[src/rtl/cacheline_adapter.sv]
// rtl/cacheline_adapter.sv - 256-bit cacheline to DW-wide burst memory adapter
// Optional CACHELINE_ADAPTER_RADDR_CHECK_EN: drop read beats whose bmem_raddr differs from the request.
module cacheline_adapter #(
  parameter int DW = 64
) (
  input  logic           clk,
  input  logic           rst,
  input  logic [31:0]    dfp_addr,
  input  logic           dfp_read,
  input  logic           dfp_write,
  input  logic [255:0]   dfp_wdata,
  output logic [255:0]   dfp_rdata,
  output logic           dfp_resp,
  output logic [31:0]    bmem_addr,
  output logic           bmem_read,
  output logic           bmem_write,
  output logic [DW-1:0]  bmem_wdata,
  input  logic           bmem_ready,
  input  logic [31:0]    bmem_raddr,
  input  logic [DW-1:0]  bmem_rdata,
  input  logic           bmem_rvalid
);

  localparam int BEATS = 256 / DW;
  localparam int CW    = (BEATS > 1) ? $clog2(BEATS) : 1;

  typedef enum logic [2:0] {
    IDLE,
    RD_REQ,
    RD_BEAT,
    WR_BEAT,
    RESP
  } state_t;

  state_t          state, state_next;
  logic [CW-1:0]   cnt;
  logic [255:0]    wline;
  logic            last_beat;
  logic            raddr_ok;
  logic            beat_take;

`ifdef CACHELINE_ADAPTER_RADDR_CHECK_EN
  assign raddr_ok = (bmem_raddr == bmem_addr);
`else
  logic unused_raddr;
  assign unused_raddr = ^bmem_raddr;
  assign raddr_ok     = 1'b1;
`endif

  assign last_beat = (cnt == CW'(BEATS - 1));
  assign beat_take = bmem_rvalid && raddr_ok;

  always_ff @(posedge clk) begin
    if (!rst) begin
      state     <= IDLE;
      cnt       <= '0;
      dfp_rdata <= '0;
      bmem_addr <= '0;
      wline     <= '0;
    end else begin
      state <= state_next;
      case (state)
        IDLE: begin
          if (dfp_write || dfp_read) begin
            bmem_addr <= {dfp_addr[31:5], 5'b0};
            cnt       <= '0;
          end
          if (dfp_write) wline <= dfp_wdata;
        end
        // dfp_rdata doubles as the assembly buffer, so it keeps the last line until new beats land
        RD_BEAT: begin
          if (beat_take) begin
            dfp_rdata[int'(cnt)*DW +: DW] <= bmem_rdata;
            cnt <= cnt + CW'(1);
          end
        end
        WR_BEAT: begin
          if (bmem_ready) cnt <= cnt + CW'(1);
        end
        default: ;
      endcase
    end
  end

  always_comb begin
    state_next = state;
    bmem_read  = 1'b0;
    bmem_write = 1'b0;
    bmem_wdata = '0;
    dfp_resp   = 1'b0;
    case (state)
      IDLE: begin
        if (dfp_write)     state_next = WR_BEAT;
        else if (dfp_read) state_next = RD_REQ;
      end
      RD_REQ: begin
        bmem_read = 1'b1;
        if (bmem_ready) state_next = RD_BEAT;
      end
      RD_BEAT: begin
        if (beat_take && last_beat) state_next = RESP;
      end
      WR_BEAT: begin
        bmem_write = 1'b1;
        bmem_wdata = wline[int'(cnt)*DW +: DW];
        if (bmem_ready && last_beat) state_next = RESP;
      end
      RESP: begin
        dfp_resp   = 1'b1;
        state_next = IDLE;
      end
      default: state_next = IDLE;
    endcase
  end

endmodule

[config.mk]
export PLATFORM = sky130hd
export DESIGN_NAME = cacheline_adapter
export DESIGN_NICKNAME = d
export VERILOG_FILES = /design/src/rtl/cacheline_adapter.sv
export SDC_FILE = /design/constraint.sdc
export NUM_CORES = 1
export LEC_CHECK = 0
export CORE_AREA = 2 2 292 294
export DETAILED_ROUTE_END_ITERATION = 8
export DIE_AREA = 0 0 294 296
export PLACE_DENSITY = 0.56
export RECOVER_POWER = 50
export SKIP_LAST_GASP = 1
export SLEW_MARGIN = 0
export SYNTH_ARGS = -nofsm -noshare
export SYNTH_HDL_FRONTEND = slang
export SYNTH_SLANG_ARGS = --single-unit
export TNS_END_PERCENT = 1
[constraint.sdc]
create_clock -name clk -period 2.9 [get_ports clk]
set_input_delay 0.29 -clock clk [delete_from_list [all_inputs] [get_ports clk]]
set_output_delay 0.29 -clock clk [all_outputs]
set_load 0.02 [all_outputs]
After elaboration in Yosys (flattened, before gate mapping)
Index checks and enable logic that the tools add are counted.

Register bits after elaboration: 544. Output and inout port bits: 355. Word-level logic and storage cells: 47. Input port bits: 390.

Reductions and logical operators: 10. Add/sub/neg operators: 2. Shift-type cells: 3. Multiplexer cells: 15. Equal/unequal tests: 12.

Operator list (count): $bwmux W256 (1); $shift A64 B33 Y256 const A (1); $shiftx A256 B9 Y64 (1); $shiftx A64 B33 Y256 (1); $mux W64 (1); $neg A8 Y33 (1); $mux W3 (5); $ne A2 B2 Y1 const B (6); $pmux W3 S4 (1); $reduce_and A4 Y1 (2); $eq A3 B2 Y1 const B (2); $mux W2 (3); $pmux W2 S3 (1); $reduce_and A2 Y1 (3); $eq A3 B1 Y1 const B (1); $eq A3 B3 Y1 const B (1); $logic_not A3 Y1 (1); $mux W1 (3); $ne A3 B3 Y1 const B (1); $reduce_bool A3 Y1 (1); $add A2 B1 Y2 const B (1); $eq A2 B2 Y1 const B (1); $logic_and A1 B1 Y1 (2); $logic_or A1 B1 Y1 (1).

Logic depth before layout (Yosys ltp)
Gate-level depths: netlist of run 1.

Depth in word-level cells: 4. Mapped depth: 10. Gate-level depth less buffers: 6.

Least setup slack after synthesis of run 1
OpenSTA, ideal clock, no wires.

Path kind: reg2reg. From: register cnt[1]. To: register dfp_rdata[200]. Data required time: 2.830 ns. Buffers on the path: 3. Stages on the path, launching flop included: 9. Data arrival time: 2.305 ns. Period minus slack after synthesis: 2.375 ns. Setup time: 0.070 ns. Setup slack: 0.525 ns. Cell sequence: dfxtp_1 > buf_2 > buf_1 > inv_1 > ha_1 > nor4_4 > buf_6 > nand3_1 > a21boi_1.

Longest elaborated chain between the ends: 3. Elaborated cells on any way between the ends: 4.

Ends and longest elaborated chain: from (decl) (RTL line 36) `logic [CW-1:0] cnt;`; from (signal assigned) (RTL line 74) `cnt <= cnt + CW'(1);`; from (signal assigned) (RTL line 78) `if (bmem_ready) cnt <= cnt + CW'(1);`; $neg A8 Y33 (*) (RTL line 73) `dfp_rdata[int'(cnt)*DW +: DW] <= bmem_rdata;`; $shiftx A64 B33 Y256 or $shift A64 B33 Y256 (tied branches) (RTL line 73); $bwmux W256 (*) (RTL line 73); to (signal, indexed assignment) (RTL line 73); to (decl) (RTL line 12) `output logic [255:0] dfp_rdata,`.

Mark *: on every way between the ends. The rest lies on a longest branch, timed or not. A chain may end at the register's enable or synchronous reset.

Final worst setup path of run 1
From: register cnt[0]. To: output bmem_wdata[54].

Longest elaborated chain between the ends: 2.

Ends and longest elaborated chain: $shiftx A256 B9 Y64 (RTL line 105) `bmem_wdata = wline[int'(cnt)*DW +: DW];`; $mux W64 (RTL line 91) `case (state)`; to (decl) (RTL line 17) `output logic [DW-1:0] bmem_wdata,`.

No other way between the ends.

==> flow_summary.ini, run 1 <==
[run_status]
status = finished with violations
violations = negative setup slack

[critical_path]
critPathCaptureType = output port
crit_top_cell = buf_12
worstSetupStartpointType = register
crit_fanout = 21
path_cells = buf_12 -> buf_12 -> mux4_2 -> nor2b_1 -> clkdlybuf4s50_1
slowest_delay_ns = 0.60
required_ns = 2.61
path_buf_inv = 3
critPathTopFamily = buffers and inverters
critPathArrivalTime_ns = 2.64
reg2reg_depth = 9
crit_type = reg -> out
r2r_setup_slack_ns = 0.20
r2r-end = dfp_rdata[176]
r2r-start = cnt[0]
cp_slowest_cell = clkdlybuf4s50_1

[synth]
ys_seq_area_share_pct = 47.52
syn_area_mm2 = 0.02292
ys.flop_type = dfxtp_1
synth-compound-area-share_pct = 17.91
synth-seq-cells = 544
synth_edf_count = 0
ys_async_sr_fraction_pct = 0
synthXorXnorAreaFrac_pct = 0
synth-adder-area-share_pct = 0.2730
synth.avg_cell_area_um2 = 8.907
yosysUniqueCellTypes = 39
syn_inst = 2573
yosys_warnings = 0
synthMuxAreaShare_pct = 6.339
synth-simple-area-share_pct = 21.94
synth_top_family_by_area = simple AND/OR/NAND/NOR gates

[timing]
slew_viol_final = 0
fin_skew_ns = 0.02606
tightest_slew_ns = 1.090
grt_setup_unrepaired = true
timing.final.crit_share_pct = 100.9
max_freq_mhz = 341.9
hold_viol = 0
slew_headroom_pct = 27.10
fin_ws_ns = -0.02515
setup_viol = 6
post-route-min-period_ns = 2.925

[place]
dp.cells = 4219
gp_congestion = 0.7973
port_buffers = 702
hpwl_um = 59010
place_area_mm2 = 0.03100
place_ws_ns = 0.2569

[floorplan]
io-pin-count = 745
die_w_um = 294
fp.coreArea_mm2 = 0.08421
start_util_pct = 27.21
die_y_um = 296
die_area_mm2 = 0.08702
num_rows = 107

[detailed_routing]
ant_nets = 0
drt-initial-drc-count = 1047
via_count = 20380
wire_per_inst_um = 19.59
routed_wl_um = 85300
first_pass_iters = 5
drc = 0
viasPerCell = 4.681

[global_routing]
grt_usage_pct = 18.86
first_global_vias = 20050
busiest_layer = met2
grt_pass1_wl_um = 125900
grt_start_max_net_pins = 101
grt_overflow = 0
grt_util_met3_pct = 5.651
grt_use_met1_pct = 22.98
antenna_found_initial = 17
use_met2_pct = 31.60

[clocking]
cts_tree = built
clk_pin_slew_ns = 0.05
cts.path.max_buffers = 3
ctsHtreeMaxLevel = 3
cts_buffers = 67
cts-root-buf = clkbuf_16
clk_latency_ns = 0.60
cts_sinks = 544

[pwr]
ir_worst_vdd_mv = 0.4290
cellLeakagePower_nw = 12.39
finalPower_w = 0.02136
p_per_area_mw_per_mm2 = 641.9

[cells_and_area]
area_growth_pct = 45.22
nets = 3598
n_fill_cell = 8676
mostFrequentLayoutCells = 824 x nand2_1, 542 x dfxtp_1, 418 x clkdlybuf4s50_1
final_cell_count_no_fill = 4354
final_common_cell = nand2_1
drive_gt1_share_pct = 8.364
final_area_mm2 = 0.03328

[flow_run]
cap_violations = 0

[min_path]
min_delay_path_depth = 2
hold_path_end = wline[94]
hold_path.class = in -> reg
hp-start = rst
[state kept, by name (all words and copies together) (netlist names)]
register   cells
bmem_addr     27
cnt            2
dfp_rdata    256
state          3
wline        256
[through the flow]
stage / utilization [%] / hold WS, ns / TNS (ns)
2_1_floorplan: - / 0.4248 / 0
3_3_place_gp: 36.82 / 0.4362 / 0
3_5_place_dp: 36.82 / 0.4406 / 0
4_1_cts: 39.57 / 0.1407 / -2.007
5_1_grt: 39.51 / 0.1658 / -3.498
6_report: 39.52 / 0.1597 / -0.08778
[cell type report]
type | count | area [um2] | area share (%)
Antenna cell | 12 | 30.03 | 0.09023
Clock buffer | 98 | 2027 | 6.090
Sequential cell | 544 | 10900 | 32.75
Multi-Input combinational cell | 1801 | 10710 | 32.17
Timing Repair Buffer | 786 | 8015 | 24.08
Inverter | 3 | 11.26 | 0.03384
Tap cell | 1090 | 1364 | 4.098
Clock inverter | 20 | 229.0 | 0.6880
[where the power goes]
part	internal [W]	switching (W)	leakage [nW]
logic	0.00186	0.00242	6.85
registers	0.00817	0.000366	4.42
clock network	0.00513	0.00341	1.11
total	0.0152	0.00620	12.4
[cell families (layout without fill, tap and decap cells)]
logic type | after synthesis | in the layout
buf+inv | 232 | 907
mux | 65 | 65
compound gates | 547 | 547
flops | 544 | 544
simple gates | 1179 | 1179
fa+ha+maj | 5 | 5
other cells | 1 | 17
[worst max-delay path by stage]
stage                     cells past startpoint  slack (ns)  startpoint        endpoint
after global routing                          5       -0.14      cnt[0]  bmem_wdata[60]
after CTS                                     5       -0.09      cnt[0]  bmem_wdata[54]
after floorplan                               8        0.53      cnt[1]  dfp_rdata[200]
final                                         5       -0.03      cnt[0]  bmem_wdata[54]
after detailed placement                      7        0.26      cnt[0]  dfp_rdata[171]
after global placement                        4        0.28      cnt[0]  bmem_wdata[39]
[layer usage]
metal  share of wire, %  wire length, um
met5              0.086               73
met2                 48            40600
met4                2.6             2215
met1                 42            35800
met3                7.7             6602
[Yosys cell counts (2+ instances only)]
| cell | n | area share [%] |
|---|---|---|
| nand2_2 | 3 | 0.082 |
| clkbuf_4 | 2 | 0.065 |
| nor3_2 | 3 | 0.13 |
| buf_2 | 53 | 1.2 |
| buf_1 | 8 | 0.13 |
| nor2b_1 | 66 | 1.8 |
| buf_6 | 43 | 2.1 |
| nor3b_1 | 4 | 0.13 |
| and2_1 | 4 | 0.11 |
| inv_1 | 2 | 0.033 |
| nand3_1 | 260 | 5.7 |
| nor3_1 | 2 | 0.044 |
| ha_1 | 5 | 0.27 |
| a21boi_0 | 54 | 1.8 |
| clkbuf_1 | 98 | 1.6 |
| dfxtp_1 | 544 | 48 |
| mux4_2 | 64 | 6.3 |
| buf_4 | 23 | 0.75 |
| a21boi_1 | 489 | 16 |
| nand2_1 | 827 | 14 |
[what timing repair did]
action	CTS	global route
hold buffers	0	0
setup buffers	5	0
endpoints found under the setup margin	64	55
gates resized for setup	1	1
[worst register-to-register path, cell delays in order (launching register included)]
cell	delay (ns)
dfxtp_4	0.35
buf_4	0.11
buf_12	0.16
clkbuf_1	0.33
inv_2	0.07
ha_1	0.52
nor4b_4	0.32
buf_12	0.28
nand3_1	0.35
a21boi_1	0.15
Note: power is estimated with default switching activity, not from simulation.
==> run 2, diff against run 1 <==
--- a/config.mk
+++ b/config.mk
@@ -8,8 +8,9 @@
 export CORE_AREA = 2 2 292 294
 export DETAILED_ROUTE_END_ITERATION = 8
 export DIE_AREA = 0 0 294 296
+export GPL_TIMING_DRIVEN = 0
 export PLACE_DENSITY = 0.56
-export RECOVER_POWER = 50
+export RECOVER_POWER = 100
 export SKIP_LAST_GASP = 1
 export SLEW_MARGIN = 0
 export SYNTH_ARGS = -nofsm -noshare
==> flow_summary.ini, run 2 (synthesis gave the netlist of run 1 again) <==
[run_status]
status = finished with violations
violations = negative setup slack

[critical_path]
required_ns = 2.61
r2r-start = cnt[1]
r2r-end = dfp_rdata[138]
startpoint = cnt[0]
r2r_setup_slack_ns = -0.04
critPathCapture = bmem_wdata[30]
worstSetupStartpointType = register
critPathArrivalTime_ns = 2.78
critPathCaptureType = output port
reg2reg_depth = 9
crit_type = reg -> out
crit_fanout = 10

[global_routing]
grt_overflow = 0
grt_usage_pct = 22.38
first_global_vias = 21250
antenna_found_initial = 22
grt_start_max_net_pins = 13
grt_pass1_wl_um = 143200

[timing]
max_freq_mhz = 325.2
fin_setup_tns_ns = -7.209
slew_headroom_pct = 31.10
setup_viol = 99
tightest_slew_ns = 1.033
fin_skew_ns = 0.02887
hold_viol = 0
grt_setup_unrepaired = true
timing.final.crit_share_pct = 106.0
slew_viol_final = 0
timing.hold.ws_ns = 0.2454
fin_ws_ns = -0.1747
post-route-min-period_ns = 3.075

[pwr]
intPower_w = 0.01501
p_clk_share_pct = 39.1
swShare_pct = 30.27
p_comb_share_pct = 21.2
p_switching_w = 0.006515
p_seq_share_pct = 39.6
p_per_area_mw_per_mm2 = 642.0
cellLeakagePower_nw = 12.56
ir_worst_vdd_mv = 0.3979
finalPower_w = 0.02152

[detailed_routing]
via_count = 21180
first_pass_iters = 5
drt-initial-drc-count = 1038
wire_per_inst_um = 22.27
routed_wl_um = 100300
ant_nets = 0
viasPerCell = 4.704
drc = 0

[cells_and_area]
area_growth_pct = 46.27
mostFrequentLayoutCells = 827 x nand2_1, 543 x dfxtp_1, 395 x clkdlybuf4s50_1
final_cell_count_no_fill = 4502
drive_gt1_share_pct = 8.762
final_common_cell = nand2_1
reg_top3 = dfp_rdata x256, wline x256, bmem_addr x27
nets = 3748

[clocking]
cts_buffers = 67
ctsHtreeMaxLevel = 3
clk_latency_ns = 0.61
ctsHoldBuffers = 0
cts_sinks = 544
cts_tree = built
cts.path.max_buffers = 3
clk_pin_slew_ns = 0.06
cts-root-buf = clkbuf_16

[flow_run]
cap_violations = 0

[floorplan]
fp.coreArea_mm2 = 0.08421
die_area_mm2 = 0.08702
num_rows = 107
die_y_um = 296
start_util_pct = 27.21
io-pin-count = 745
die_w_um = 294

[place]
port_buffers = 701
hpwl_um = 77000
dp.cells = 4368
gp_congestion = 0.8546

[min_path]
hold_path.class = in -> reg
-- run 2: changes by cell type in the layout (fill, tap and decap cells not counted), moves of 17 or more --
cell             change
a21boi_0           +150
a21boi_1           -150
buf_12              -30
buf_2               +31
buf_4               -22
buf_6               +45
clkbuf_1           +108
clkbuf_2            +17
clkdlybuf4s50_1     -23
dlygate4sd2_1       +19
-- run 2: final cells by class --
| class | count | area, um2 |
|---|---|---|
| diodes | 11 | 27.53 |
| plain buffers | 229 | 1381 |
| clock buffers | 96 | 1918 |
| clock inverters | 21 | 264.0 |
| fillers | 8730 | 50690 |
| inverters | 3 | 11.26 |
| multi-input cells | 1801 | 10640 |
| flip-flops and latches | 544 | 10890 |
| well taps | 1090 | 1364 |
| repair buffers | 707 | 7025 |
-- run 2: worst min path at each step --
stage | from | end | slack (ns) | cells past startpoint
6_report | dfp_wdata[146] | wline[146] | 0.25 | 3
3_5_place_dp | dfp_rdata[70] | dfp_rdata[70] | 0.44 | 2
2_1_floorplan | dfp_wdata[100] | wline[100] | 0.42 | 2
3_3_place_gp | dfp_rdata[149] | dfp_rdata[149] | 0.44 | 2
5_1_grt | dfp_addr[10] | bmem_addr[10] | 0.22 | 3
4_1_cts | dfp_wdata[133] | wline[133] | 0.18 | 3
-- run 2: worst max-delay path: stages (launching register included) --
cell and delay, ns:
dfxtp_1 0.37, buf_4 0.25, buf_4 0.28, mux4_2 0.52, nor2b_2 0.19, clkdlybuf4s50_1 0.56
-- run 2: power by group through the flow --
| stage | combinational (W) | clock [W] | sequential (W) |
|---|---|---|---|
| CTS | 0.00482 | 0.00864 | 0.00854 |
| global route | 0.00499 | 0.00894 | 0.00860 |
| floorplan | 0.00254 | 0 | 0.00875 |
| global placement | 0.00477 | 0 | 0.00868 |
| finish | 0.00457 | 0.00842 | 0.00853 |
| detailed placement | 0.00479 | 0 | 0.00870 |
-- run 2: routing by layer --
layer	global-route usage [%]	part of all wire (%)	vias to the layer above
li1	-	-	10220
met1	25.42	39	10040
met2	39.58	50	699
met3	6.843	8.1	189
met4	7.914	3.2	28
met5	0	0.19	-
-- run 2: what timing repair did --
action | CTS | global route
pin swaps | 3 | 0
buffers inserted | 5 | 0
setup endpoints to repair | 321 | 240
cloned | 0 | 1
resized for setup | 51 | 7
-- run 2: metrics by stage --
step | utilization, % | area (um2) | worst slack [ns]
floorplan | - | 22930 | 0.5253
global placement | 37.18 | 31310 | -1.254
detailed placement | 37.18 | 31310 | -1.300
CTS | 39.89 | 33590 | -0.2559
global route | 39.78 | 33500 | -0.2862
finish | 39.81 | 33520 | -0.1747
==> edit (flow settings as in run 1) <==
Change the parameter `DW` from 64 to 32.
--- a/src/rtl/cacheline_adapter.sv
+++ b/src/rtl/cacheline_adapter.sv
@@ -1,7 +1,7 @@
 // rtl/cacheline_adapter.sv - 256-bit cacheline to DW-wide burst memory adapter
 // Optional CACHELINE_ADAPTER_RADDR_CHECK_EN: drop read beats whose bmem_raddr differs from the request.
 module cacheline_adapter #(
-  parameter int DW = 64
+  parameter int DW = 32
 ) (
   input  logic           clk,
   input  logic           rst,
Interface: changed (resized bmem_rdata and bmem_wdata); port bits go from 745 to 681. No check against the original RTL was run, so the function may have changed too.
==> edit against run 1 <==
  * The flow finishes with violations (max-capacitance violations, max-slew violations, negative setup slack)
  * Worst setup slack worse by 0.031 ns
  * Power up 1.6%
  * Non-clock buffer count fell by 87
  * Area after synthesis decreased by 5.3%
  * Routed wire length down 7.2%
  * Count of clock-buffer cells in the layout shrank 13
  * Clock power down 7.6%
  * Cell area is 5.6% lower
  * Sequential cell count increased by 1
  * Via count down 6.7%
  * Register-to-register slack worse by 0.12 ns
  * Combinational power is 18% higher
==> edit: results <==
export IMPL_power_frac_seq=0.403
export IMPL_cap_violations=1
export IMPL_avgSynthCellArea_um2=8.99
export IMPL_wire_per_inst_um=19.2
export IMPL_dr_wl_met3_mm=6.49
export IMPL_hold_path_end="wline[198]"
export IMPL_skew_ns=0.0462
export IMPL_whs_ns=0.191
export IMPL_post_route_worst_setup_slack_ns=-0.0562
export IMPL_use_met2=0.283
export IMPL_outcome="finished with violations"
export IMPL_final_max_slew_viol_count=12
export IMPL_dp_hpwl_mm=56.3
export IMPL_crit_path_max_fanout=17
export IMPL_p_per_area_nw_per_um2=691
export IMPL_violations="max-capacitance violations, max-slew violations, negative setup slack"
export IMPL_grtUsageMet3=0.0512
export IMPL_ys_seq_area_frac=0.503
export IMPL_gr_usage_met1=0.222
export IMPL_pre_cts_ws_ns=0.303
export IMPL_p_leak_nw=13.2
export IMPL_hold_path_startpoint="dfp_wdata[198]"
export IMPL_fin_tns_setup_ns=-0.515
export IMPL_fin_nets=3324
export IMPL_setup_viol=22
export IMPL_dp_cells=3984
export IMPL_final_cells=4111
export IMPL_wl_met2_mm=36.7
export IMPL_fill_cells=8572
export IMPL_ir_drop_mv=0.489
export IMPL_pg_comb_mw=5.06
export IMPL_min_path_cells=3
export IMPL_synth_compound_gate_area_share=0.106
export IMPL_synth_fa_ha_area_frac=0.00288
export IMPL_sw_frac_of_total=0.313
==> edit: final cells by class <==
cell class                      count  area share
Sequential cell                   545       0.348
Tap cell                         1090      0.0434
Clock inverter                     29      0.0101
Clock buffer                       85      0.0560
Inverter                            4    0.000717
Multi-Input combinational cell   1650       0.316
Timing Repair Buffer              699       0.225
Antenna cell                        9    0.000717
==> edit: worst max-delay path by stage <==
| stage | endpoint | from | slack, ns |
|---|---|---|---|
| after detailed placement | dfp_rdata[145] | cnt[0] | 0.30 |
| after global routing | bmem_wdata[25] | state[1] | -0.18 |
| after CTS | bmem_wdata[31] | cnt[0] | -0.17 |
| after global placement | dfp_rdata[146] | cnt[0] | 0.30 |
| after floorplan | dfp_rdata[10] | cnt[0] | 0.23 |
| final | bmem_wdata[5] | cnt[0] | -0.06 |
==> edit: worst max-delay path, cell delays in order (launching register included) <==
cell,delay (ns)
dfxtp_4,0.47
buf_12,0.23
mux4_2,0.58
a22o_1,0.20
clkdlybuf4s50_1,0.58
